$ cat config.mk
export PLATFORM = sky130hd
export DESIGN_NAME = pc_stack
export DESIGN_NICKNAME = d
export VERILOG_FILES = /design/src/rtl/pc_stack.sv
export SDC_FILE = /design/constraint.sdc
export NUM_CORES = 1
export LEC_CHECK = 0
export CAP_MARGIN = 10
export CORE_AREA = 2 2 148 150
export DETAILED_ROUTE_END_ITERATION = 6
export DIE_AREA = 0 0 150 152
export DONT_BUFFER_PORTS = 1
export HOLD_SLACK_MARGIN = 0.1
export SKIP_CTS_REPAIR_TIMING = 1
export SLEW_MARGIN = 20
export SYNTH_ARGS = -nofsm -noshare
export SYNTH_HDL_FRONTEND = slang
export SYNTH_SLANG_ARGS = --single-unit
$ cat constraint.sdc
create_clock -name clock -period 7.8 [get_ports clock]
set_input_delay 1.17 -clock clock [delete_from_list [all_inputs] [get_ports clock]]
set_output_delay 1.17 -clock clock [all_outputs]
set_load 0.01 [all_outputs]
$ cat src/rtl/pc_stack.sv
// Program counter with PC-relative branch and a LIFO return-address stack for call/ret.
// Optional macro PC_TRAP_EN: stack overflow/underflow redirect the PC to TRAP_VECTOR.
module pc_stack #(
   parameter int              WIDTH        = 16,
   parameter int              OFFSET_WIDTH = 8,
   parameter int              DEPTH        = 8,
   parameter longint unsigned TRAP_VECTOR  = 0
) (
   input  logic                           clock,
   input  logic                           reset,
   input  logic        [WIDTH-1:0]        in,
   input  logic signed [OFFSET_WIDTH-1:0] offset,
   input  logic                           clear,
   input  logic                           jump,
   input  logic                           call,
   input  logic                           ret,
   input  logic                           branch,
   input  logic                           inc,
   output logic        [WIDTH-1:0]        out,
   output logic        [$clog2(DEPTH):0]  depth,
   output logic                           empty,
   output logic                           full,
   output logic                           overflow,
   output logic                           underflow
);

   localparam int AW = $clog2(DEPTH);
   localparam int DW = AW + 1;

   if (WIDTH < 4 || OFFSET_WIDTH > WIDTH || DEPTH < 2 || (DEPTH & (DEPTH - 1)) != 0) begin : g_bad_cfg
      $error("pc_stack: illegal WIDTH/OFFSET_WIDTH/DEPTH combination");
   end
   if (WIDTH < 64) begin : g_trap_range
      if (TRAP_VECTOR >= (64'd1 << WIDTH)) begin : g_bad_trap
         $error("pc_stack: TRAP_VECTOR does not fit in WIDTH bits");
      end
   end

   function automatic logic [WIDTH-1:0] pc_plus_one(input logic [WIDTH-1:0] pc);
      return pc + WIDTH'(1);
   endfunction

   function automatic logic [WIDTH-1:0] pc_branch(input logic [WIDTH-1:0]        pc,
                                                  input logic signed [OFFSET_WIDTH-1:0] off);
      logic signed [WIDTH-1:0] disp;
      disp = WIDTH'(off);
      return pc + $unsigned(disp);
   endfunction

   logic [WIDTH-1:0] stack [DEPTH];
   logic [WIDTH-1:0] top;
   logic [WIDTH-1:0] ovf_pc;
   logic [WIDTH-1:0] unf_pc;
   logic             do_call;
   logic             do_ret;
   logic             push;
   logic             pop;

   // Lower-priority commands are masked so they cause no stack or flag side effects.
   assign do_call = call & ~clear & ~jump;
   assign do_ret  = ret  & ~clear & ~jump & ~call;
   assign push    = do_call & ~full;
   assign pop     = do_ret  & ~empty;

   assign empty = (depth == '0);
   assign full  = (depth == DW'(DEPTH));
   assign top   = stack[AW'(depth - 1'b1)];

`ifdef PC_TRAP_EN
   localparam logic [WIDTH-1:0] TRAP_PC = WIDTH'(TRAP_VECTOR);
   assign ovf_pc = TRAP_PC;
   assign unf_pc = TRAP_PC;
`else
   assign ovf_pc = in;
   assign unf_pc = out;
`endif

   always_ff @(posedge clock) begin
      if (push) begin
         stack[AW'(depth)] <= pc_plus_one(out);
      end
   end

   always_ff @(posedge clock or negedge reset) begin
      if (!reset) begin
         out       <= '0;
         depth     <= '0;
         overflow  <= 1'b0;
         underflow <= 1'b0;
      end else if (clear) begin
         out <= '0;
      end else if (jump) begin
         out <= in;
      end else if (do_call) begin
         if (push) begin
            out   <= in;
            depth <= depth + 1'b1;
         end else begin
            out      <= ovf_pc;
            overflow <= 1'b1;
         end
      end else if (do_ret) begin
         if (pop) begin
            out   <= top;
            depth <= depth - 1'b1;
         end else begin
            out       <= unf_pc;
            underflow <= 1'b1;
         end
      end else if (branch) begin
         out <= pc_branch(out, offset);
      end else if (inc) begin
         out <= pc_plus_one(out);
      end
   end

endmodule

# After elaboration in Yosys (flattened, before gate mapping)
# Memories as Yosys holds them, arrays and structs flattened.
# Cells that the tools add are included.
# Widths: inputs -> output; s select.
totals:
  reg_bits: 22
  ram_bits: 128
  input_bits: 32
  output_inout_bits: 24
  elab_cells: 48
  mem_count: 1
mem_list:
  columns: ["name", "depth", "word_bits", "rd", "rd_clocked_by_memory_dff", "write_ports", "line_no", "source"]
  rows:
  - ["stack", 8, 16, 1, 0, 1, "50", "logic [WIDTH-1:0] stack [DEPTH];"]
op_classes:
  addsub: 4
  eq_ne: 3
  muxes: 13
  bitwise: 15
  n_reduce_logical: 8
op_table:
  columns: ["op", "count"]
  rows:
  - ["$mux 16", 7]
  - ["$add 16x1->16 const B", 1]
  - ["$add 16x16->16", 1]
  - ["$mux 4", 4]
  - ["$reduce_and 5->1", 2]
  - ["$not 1->1", 8]
  - ["$and 1x1->1", 7]
  - ["$reduce_bool 6->1", 1]
  - ["$ne 5x4->1 const B", 1]
  - ["$add 4x1->4 const B", 1]
  - ["$eq 4x4->1 const B", 1]
  - ["$logic_not 4->1", 1]
  - ["$reduce_and 4->1", 1]
  - ["$reduce_bool 2->1", 2]
  - ["$sub 4x1->4 const B", 1]
  - ["$mux 1", 2]
  - ["$ne 2x1->1 const B", 1]
  - ["$reduce_and 2->1", 1]

# Logic depth before layout (Yosys ltp)
depth:
  word_depth: 10
  depth_mapped: 13
  depth_no_buf: 8

# Worst setup path after synthesis
# OpenSTA, ideal clock, no wires.
synth_timing:
  path_kind: "input to register"
  from: "in clear"
  to: "mem stack[0][0], enable pin"
  arrival_time_ns: 3.177
  t_required_ns: 7.391
  slack_ns: 4.214
  cell_stages: 5
  path_cell_list: "buf_6 nor3b_2 nand2_1 or2_2 nor3_1"
synth_via:
  elab_chain_len: 6
synth_rtl:
  columns: ["element", "line_no", "source"]
  rows:
  - ["start: declaration", "13", "input logic clear,"]
  - ["$not 1->1 (no source line)", null, null]
  - ["$and 1x1->1 (2 in a row)", "60", "assign do_call = call & ~clear & ~jump;"]
  - ["$and 1x1->1", "62", "assign push = do_call & ~full;"]
  - ["$mux 1", "79", "if (push) begin"]
  - ["$mux 1 (not written as such)", "80", "stack[AW'(depth)] <= pc_plus_one(out);"]
  - ["end: declaration", "50", null]
# No other way between the ends.

# Final worst setup path
layout_timing:
  from: "reg depth[0]"
  to: "out empty"
layout_via:
  elab_chain_len: 1
layout_rtl:
  columns: ["element", "line_no", "source"]
  rows:
  - ["start: declaration", "20", "output logic [$clog2(DEPTH):0] depth,"]
  - ["start signal: assignment", "97", "depth <= depth + 1'b1;"]
  - ["start signal: assignment", "105", "depth <= depth - 1'b1;"]
  - ["$logic_not 4->1", "65", "assign empty = (depth == '0);"]
  - ["end: declaration", "21", "output logic empty,"]
# No other way between the ends.

==> metrics.txt <==
reg2reg path depth 9; Initial Util 34.3%; 1st-pass router iterations 5; Final Instance Area 8240 µm²; busiest layer in global routing met2; post-synthesis cell count 522; Die Wd 150 µm; Critical Path Source Type register; DR vias/cell 5.62; Final HPWL DP 12,200 µm; later-pin clock latency in the skew report 420 ps; largest family of logic cells by synthesized area multiplexers; CTS Buf Count 17; Max clock buf depth 2; flop2flop setup slack 4490 ps; # rows 54; proportion of layout cells with a drive suffix above 1 16.4%; CORE AREA 21,400 µm²; Syn Std Cell Area 7330 µm²; Total Routing Usage GR 16.6%; PD cells 316 nW/µm²; worst-case vdd ir drop 0.000178 V; DRC 0; Post-Synth Adder-Cell Area 3.35%; post-route minimum period 3520 ps; final setup fails 0; die height 152 µm; nets 582; Post-synth EDFFs 128; largest net degree at the start of global routing 41; Post-Synth Simple-Gate Area 9.31%; GPL Wtd Cong 0.882; number of global-route vias before repair 4,708; met1 Resource Use GR 22.1%; Final Max Slew Viols 0; crit-path max FO 40; worst reg2reg endpoint out[1]; initial antenna violation count 0; Worst Skew 11.0 ps; GRT met3 Usage 3.45%; syn_nets 573; Design Power 2.60 mW; reg-to-reg startpoint depth[0]; RSZ-0062 raised after global routing no; H-tree Lvls 4; I/O Buffers 0; Overflow after GRT 0; mean routed wirelength per cell 22.1 µm; clock root cell clkbuf_16; Hold WC Path Type input port to asynchronous set/reset pin; XOR/XNOR Fraction of Synth Area 3.45%; mux share of post-synthesis cell area 11.1%; top cells by area, synth edfxtp_1 52%, mux4_2 9.2%, dfrtp_1 7.5%; WS Path Type register to output port; CP endpoint kind output port; Seq/Total Area, Yosys 60.0%; clk sinks 150; Synth cell types 62; detailed router's first-iteration violation count 381; Worst-Margin Slew 827 ps; final wirelength 18,200 µm; Final period util 45.1%; first-pass GRT wire length 28,400 µm; outcome finished, final reports clean; Layout area overhead 12.5%; number of fillers in the final layout 2,013; max-cap violations 0; Slew HR 44.5%; fraction of registers with async set/reset 14.7%; Yosys reg bits 150; post-synthesis compound-gate area fraction 10.4%; dpl cell area 7660 µm²; Leak 2.90 nW; clock-pin slew on the worst setup and hold paths 70 ps; die area 22,800 µm²; area leader, netlist edfxtp_1; Primary FF master, synth edfxtp_1; Syn Area/Cell 14.0 µm²; setup_tns 0 ps; Worst EP required 6630 ps; Synth warnings 0; antenna-violating nets left 0; CP arrival 2350 ps; Fin. Hold Viols 0; top cell type's share of synthesized area 52.5%; CTS tree done; M2 GR Usage 26.8%; Max Clock Freq 284 MHz; IO Count 56; ANT cells 0; via count 4,634
## metrics by stage
step	worst slack [ps]	util [%]	instances	hold WS, ps
6_report	4280	38.6	824	437
5_1_grt	4140	38.6	824	422
4_1_cts	4240	38.5	823	420
3_5_place_dp	4470	35.9	791	526
3_3_place_gp	4560	35.9	791	514
2_1_floorplan	4210	-	522	493
## cell usage after synthesis, drive strengths merged, types with 12 or more instances
master and instances:
o21ai 21, mux4 32, nor3 15, xnor2 19, a21oi 26, nand2 53
ha 18, clkbuf 12, dfrtp 22, edfxtp 128, nor2 25, nand3 12
buf 13
## cells in the final DEF (no fill, tap or decap), drive strengths merged, types with 3 or more instances in the layout
cell and instances:
clkbuf 18, nor2 25, xnor2 19, and4 3, mux2i 7, a31oi 9
a2111oi 3, a22oi 6, a211oi 4, or3 5, nand3 12, ha 18
nor3 15, nand4 4, a21o 10, o211ai 4, clkinv 6, and3 6
o21ai 21, dfrtp 22, mux4 32, nand2 53, a221oi 9, xor2 9
buf 15, inv 17, a21oi 26, edfxtp 128
## kinds of logic (layout without fill, tap and decap cells)
| family | count (synthesis) | count (layout) |
|---|---|---|
| and+or+nand+nor | 136 | 136 |
| xor gates and xnor gates | 28 | 28 |
| DFF | 150 | 150 |
| muxes | 40 | 40 |
| AOI/OAI and AO/OA | 112 | 112 |
| buffers and inverters | 37 | 59 |
| adders and majority gates | 19 | 19 |
## power breakdown
| part | internal (mW) | leakage (nW) | switching, mW |
|---|---|---|---|
| clock network | 0.448 | 0.277 | 0.340 |
| logic | 0.354 | 1.17 | 0.457 |
| registers | 0.937 | 1.45 | 0.0658 |
| total | 1.74 | 2.90 | 0.863 |
## layer usage
metal	part of all wire, %	up-vias
met5	0	-
met4	2.2	0
met3	5.3	32
met2	50	134
met1	43	2375
li1	-	2093
## worst max-delay path, cell delays in order (launching register included)
cell and delay (ps):
dfrtp_2 390, buf_4 330, inv_1 220, ha_1 320, nor3b_2 650
## area by class of cell
| class | instances | area, µm² | share of cell area [%] |
|---|---|---|---|
| clock buffers | 18 | 429 | 5.21 |
| clock inverters | 14 | 141 | 1.72 |
| inverters | 12 | 45.0 | 0.547 |
| multi-input cells | 335 | 2760 | 33.5 |
| flip-flops and latches | 150 | 4400 | 53.3 |
| well taps | 280 | 350 | 4.25 |
| repair buffers | 15 | 116 | 1.41 |
## sequential cells by signal, summed over array words and instances, names as in the netlist
register   cells
depth          4
out           16
overflow       1
stack        128
underflow      1
## how the worst max path moves through the flow
stage / from / to / slack [ps] / cells past startpoint
floorplan: clear / stack[0][0] / 4210 / 5
global placement: depth[0] / out[5] / 4560 / 9
detailed placement: depth[0] / out[5] / 4470 / 9
CTS: depth[0] / empty / 4240 / 4
global route: depth[0] / empty / 4140 / 4
finish: depth[0] / empty / 4280 / 4
No activity file was read; power rests on OpenSTA's default activity.
==> RTL change 1 (config.mk and constraints unchanged) <==
Add a define of `PC_TRAP_EN`.
--- a/src/rtl/pc_stack.sv
+++ b/src/rtl/pc_stack.sv
@@ -2,2 +2,4 @@
 // Optional macro PC_TRAP_EN: stack overflow/underflow redirect the PC to TRAP_VECTOR.
+`define PC_TRAP_EN
+
 module pc_stack #(
Behaviour: not the same (a bounded check fails within 4 cycles, from zero or initial values and one cycle with reset low).
==> RTL change 1 against the original RTL <==
Clock power fell by 2%. Highest routed layer unchanged. Critical path depth fell by 1. Sequential share of layout area rose by 0.56 points. Sequential cell count is the same. Routed wire length is 2.9% lower. First-iteration DRC count increased by 33%. Largest power group unchanged. Total power fell by 0.61%. Design area decreased by 1.0%. Area after synthesis shrank 1.1%. Sequential power barely moved. Worst setup slack improved by 0.21 ns. Count of clock-buffer cells in the layout shrank 1. Global-route usage decreased by 0.60 points. Maximum frequency rose by 6.4%.
==> RTL change 1: results (changes against the original RTL) <==
Mapped Nets: 553 (-3.5%)
Max VDD drop: 0.208 mV (+17%)
Pint: 1.73 mW (-0.42%)
Gr usage total: 16.0% (-0.60 points)
Number of global-route vias before repair: 4632 (-1.6%)
FF-to-FF Start: depth[1]
DR iter-0 viols: 505 (+33%)
Post-synth EDFFs: 128 (unchanged)
Worst Reg-to-Reg Cells: 7 (-2)
Status: finished, final reports clean
Drt total wl: 17700 um (-2.9%)
Layout cells sized above 1: 18.4% (+2.1 points)
Root cell of the clock tree: clkbuf_16
HP Class: primary input to asynchronous set/reset pin
Nets: 559 (-4.0%)
First drt pass iteration count: 6 (+1)
First-pass GRT wire length: 27400 um (-3.3%)
Worst Path Max Fanout: 9 (-78%)
Post-synth top cells: edfxtp_1, nand2_1, mux4_2
Fill cells: 2026 (+0.65%)
Worst setup endpoint: empty
Worst r2r dst: out[15]
Clk slew on worst S/H paths: 0.07 ns (about the same)
Static leakage: 2.80 nW (-3.3%)
Post-synth ARST share: 14.7% (unchanged)
Gpl congestion: 0.877 (-0.57%)
Worst Path Arrival: 2.14 ns (-0.21 ns)
Largest net degree at the start of global routing: 40 (-2.4%)
Placed Area: 0.00759 mm2 (-0.83%)
Top flop regs: stack (128), out (16), depth (4)
Distinct cells, synth: 60 (-3.2%)
Worst-margin pin slew: 0.995 ns (+0.168 ns)
Average vias per placed instance: 5.72 (+1.6%)
IO Port Bufs: 0 (unchanged)
Synth area leaders: edfxtp_1, mux4_2, dfrtp_1, ha_1, xnor2_1
Final setup fails: 0 (unchanged)
Worst Skew: 0.0140 ns (+0.00299 ns)
CTS H-Tree Depth: 4 (unchanged)
Synth warnings: 0 (unchanged)
Initial antenna violation count: 0 (unchanged)
Seq/Total Area, Yosys: 60.7% (+0.69 points)
CP Class: flop to output pin
Internal reg-to-reg setup slack: 4.57 ns (+0.08 ns)
Number of max-cap violations: 0 (unchanged)
Number of CTS-inserted buffers: 17 (unchanged)
DP HPWL: 12300 um (+1.5%)
==> RTL change 1: changes by cell type after synthesis, sizes merged, moves of 6 or more <==
| cell | delta |
|---|---|
| nand2 | -19 |
| nor2 | +7 |
| a222oi | +8 |
| a21oi | -6 |
| mux2 | +12 |
| o21ai | -6 |
==> RTL change 1: how the worst min path moves through the flow <==
| stage | endpoint | slack, ns | depth (start not counted) |
|---|---|---|---|
| floorplan | overflow | 0.49 | 1 |
| global placement | underflow | 0.53 | 1 |
| detailed placement | overflow | 0.52 | 1 |
| CTS | out[1] | 0.42 | 0 |
| global route | out[1] | 0.41 | 0 |
| finish | out[1] | 0.43 | 0 |
==> RTL change 1: metal layers <==
| metal | global-route usage [%] | up-vias | share of wire [%] | wire [um] |
|---|---|---|---|---|
| met5 | 0 | - | 0 | 0 |
| met4 | 5.30 | 0 | 1.7 | 300 |
| met3 | 3.36 | 27 | 7.7 | 1360 |
| met2 | 25.9 | 210 | 49 | 8670 |
| met1 | 21.5 | 2317 | 42 | 7380 |
| li1 | - | 2024 | - | - |
==> RTL change 1: layout make-up <==
class                      count  area (um2)  area share, %
timing repair buffer          10        75.1          0.921
sequential                   150        4400           53.9
inverter                      13        48.8          0.598
multi-input combinational    316        2730           33.4
clock inverter                15         134           1.64
clock buffer                  17         425           5.22
tap                          280         350           4.30
==> RTL change 1: logic make-up after synthesis <==
logic type               after synthesis  synth area share (%)
buffers and inverters                 36                  2.19
AO/OA/AOI/OAI                        101                  10.1
XOR/XNOR                              23                  2.78
flip-flops                           150                  60.7
multiplexers                          51                  12.8
adder cells (fa/ha/maj)               19                  3.39
AND/OR/NAND/NOR                      122                  8.07
==> RTL change 1: power by group through the flow <==
stage               Sequential [mW]  Clock [mW]  Combinational (mW)
finish                        0.998       0.772               0.817
global route                   1.00       0.817               0.873
CTS                           0.999       0.781               0.815
detailed placement             1.02           0               0.810
global placement               1.01           0               0.802
floorplan                     0.995           0               0.610
==> RTL change 1: per-stage QoR <==
step / setup slack [ns] / total power, mW / hold slack [ns] / utilization (%) / std cells
after floorplan: 3.86 / 1.60 / 0.493 / - / 502
after global placement: 4.39 / 1.82 / 0.531 / 35.6 / 769
after detailed placement: 4.41 / 1.83 / 0.523 / 35.6 / 769
after CTS: 4.48 / 2.59 / 0.415 / 38.2 / 801
after global routing: 4.31 / 2.69 / 0.411 / 38.2 / 801
final: 4.49 / 2.59 / 0.431 / 38.2 / 801
==> RTL change 1: critical path: stages (launching register included) <==
cell	delay [ns]
dfrtp_1	0.54
inv_1	0.14
ha_2	0.25
nor3b_1	0.78
==> RTL change 2 (same settings) <==
Made on the original files. Add an input register stage for `offset`, cleared by the reset; this delays it by one clock. The other inputs are not delayed to match.
--- a/src/rtl/pc_stack.sv
+++ b/src/rtl/pc_stack.sv
@@ -28,2 +28,12 @@
    localparam int DW = AW + 1;
+
+   logic signed [OFFSET_WIDTH-1:0] offset_q;
+
+   always_ff @(posedge clock or negedge reset) begin
+      if (!reset) begin
+         offset_q <= '0;
+      end else begin
+         offset_q <= offset;
+      end
+   end
 
@@ -110,3 +120,3 @@
       end else if (branch) begin
-         out <= pc_branch(out, offset);
+         out <= pc_branch(out, offset_q);
       end else if (inc) begin
Behaviour: not the same (a bounded check fails within 4 cycles, from zero or initial values and one cycle with reset low).
==> RTL change 2 against the original RTL <==
Worst hold slack got worse by 0.012 ns. Synthesized cell count rose by 2.9%. Register-to-register slack better by 0.24 ns. Total power up 2.8%. Utilization increased by 0.85 points. Sequential cell count increased by 8. Area after synthesis is 2.9% higher. Via count increased by 2.1%. Routed wire length is 5.5% higher. Design area is 2.2% higher. Sequential power grew 6%. Worst setup slack better by 0.21 ns.
==> RTL change 2: results (changes against the original RTL) <==
Worst Skew: 0.0102 ns (-0.000788 ns)
Max VDD drop: 0.159 mV (-11%)
Static leakage: 2.92 nW (+0.51%)
Fill cells: 1992 (-1.0%)
Post-synth ARST share: 19.0% (+4.3 points)
Number of global-route vias before repair: 4916 (+4.4%)
Seq/Total Area, Yosys: 60.9% (+0.94 points)
Routed wire per std cell: 23.0 um (+4.1%)
Worst path slowest cell: nor3b_1
CTS H-Tree Depth: 4 (unchanged)
Gpl congestion: 0.959 (+8.7%)
Met3 global-route usage: 5.08% (+1.6 points)
Status: finished, final reports clean
Layout cells sized above 1: 16.8% (+0.40 points)
Slew headroom: 32.9% (-12 points)
Post-synth top cells: edfxtp_1, nand2_1, mux4_2
Worst Path Arrival: 2.14 ns (-0.21 ns)
Top flop regs: stack (128), out (16), offset_q (8)
Worst Path Max Fanout: 8 (-80%)
M1 GR Usage: 21.3% (-0.81 points)
DP HPWL: 13500 um (+11%)
GR Util met2: 29.4% (+2.6 points)
Via Count: 4730 (+2.1%)
Largest net degree at the start of global routing: 39 (-4.9%)
Distinct cells, synth: 67 (+8.1%)
Post-synth EDFFs: 128 (unchanged)
First drt pass iteration count: 4 (-1)
Mapped Nets: 588 (+2.6%)
Gr usage total: 17.4% (+0.79 points)
DR iter-0 viols: 442 (+16%)
Synth area leaders: edfxtp_1, dfrtp_1, mux4_2, nand2_1, ha_1
First-pass GRT wire length: 29200 um (+2.9%)
-- RTL change 2: cells by family (layout without fill, tap and decap cells) --
group	after synthesis	count (layout)	synth area share, %
AOI/OAI and AO/OA	121	121	10.6
xor gates and xnor gates	29	29	3.47
adders and majority gates	19	19	3.25
buffers and inverters	29	47	2.27
DFF	158	158	60.9
muxes	35	35	9.97
and+or+nand+nor	146	146	9.54
-- RTL change 2: layout make-up --
| type | instances | area (um2) | share of cell area [%] |
|---|---|---|---|
| inverters | 5 | 18.8 | 0.223 |
| repair buffers | 10 | 75.1 | 0.891 |
| clock inverters | 13 | 135 | 1.60 |
| flip-flops and latches | 158 | 4600 | 54.6 |
| multi-input cells | 350 | 2810 | 33.4 |
| well taps | 280 | 350 | 4.16 |
| clock buffers | 19 | 433 | 5.14 |
-- RTL change 2: worst register-to-register path, delay by kind of cell (launching register included) --
kind                     cells  cell delay, ns
AO/OA/AOI/OAI                3            0.45
buffers and inverters        2            0.55
AND/OR/NAND/NOR              2            0.18
flip-flops                   1            0.60
multiplexers                 1            0.38
adder cells (fa/ha/maj)      1            0.77
-- RTL change 2: path summary, 6_finish.rpt --
kind	slack (ns)	start	depth (start not counted)	to
hold reg to reg	0.53	underflow	1	underflow
setup reg to reg	4.73	depth[1]	9	out[12]
max in group asynchronous	7.28	reset	0	depth[0]
hold / removal	0.42	reset	0	out[7]
min in group clock	0.53	underflow	1	underflow
setup / recovery	4.49	depth[1]	3	empty
-- RTL change 2: report_power, final --
part	switching (mW)	internal, mW	leakage (nW)	total [mW]
sequential	0.0767	0.982	1.54	1.06
combinational	0.465	0.341	1.10	0.805
clock	0.341	0.471	0.270	0.812
-- RTL change 2: stage by stage --
stage | total power [mW] | instances | hold WS, ns | cell area, um2 | setup WS (ns)
floorplan | 1.68 | 537 | 0.493 | 7540 | 3.90
finish | 2.68 | 835 | 0.425 | 8420 | 4.49
detailed placement | 1.88 | 803 | 0.522 | 7850 | 4.66
CTS | 2.69 | 835 | 0.415 | 8420 | 4.41
global placement | 1.88 | 803 | 0.516 | 7850 | 4.73
global route | 2.80 | 835 | 0.409 | 8420 | 4.36
-- RTL change 2: routing by layer --
metal,share of wire [%],wire [um],up-vias
li1,-,-,2125
met1,40,7750,2405
met2,51,9740,176
met3,7.3,1410,24
met4,1.7,334,0
met5,0,0,-
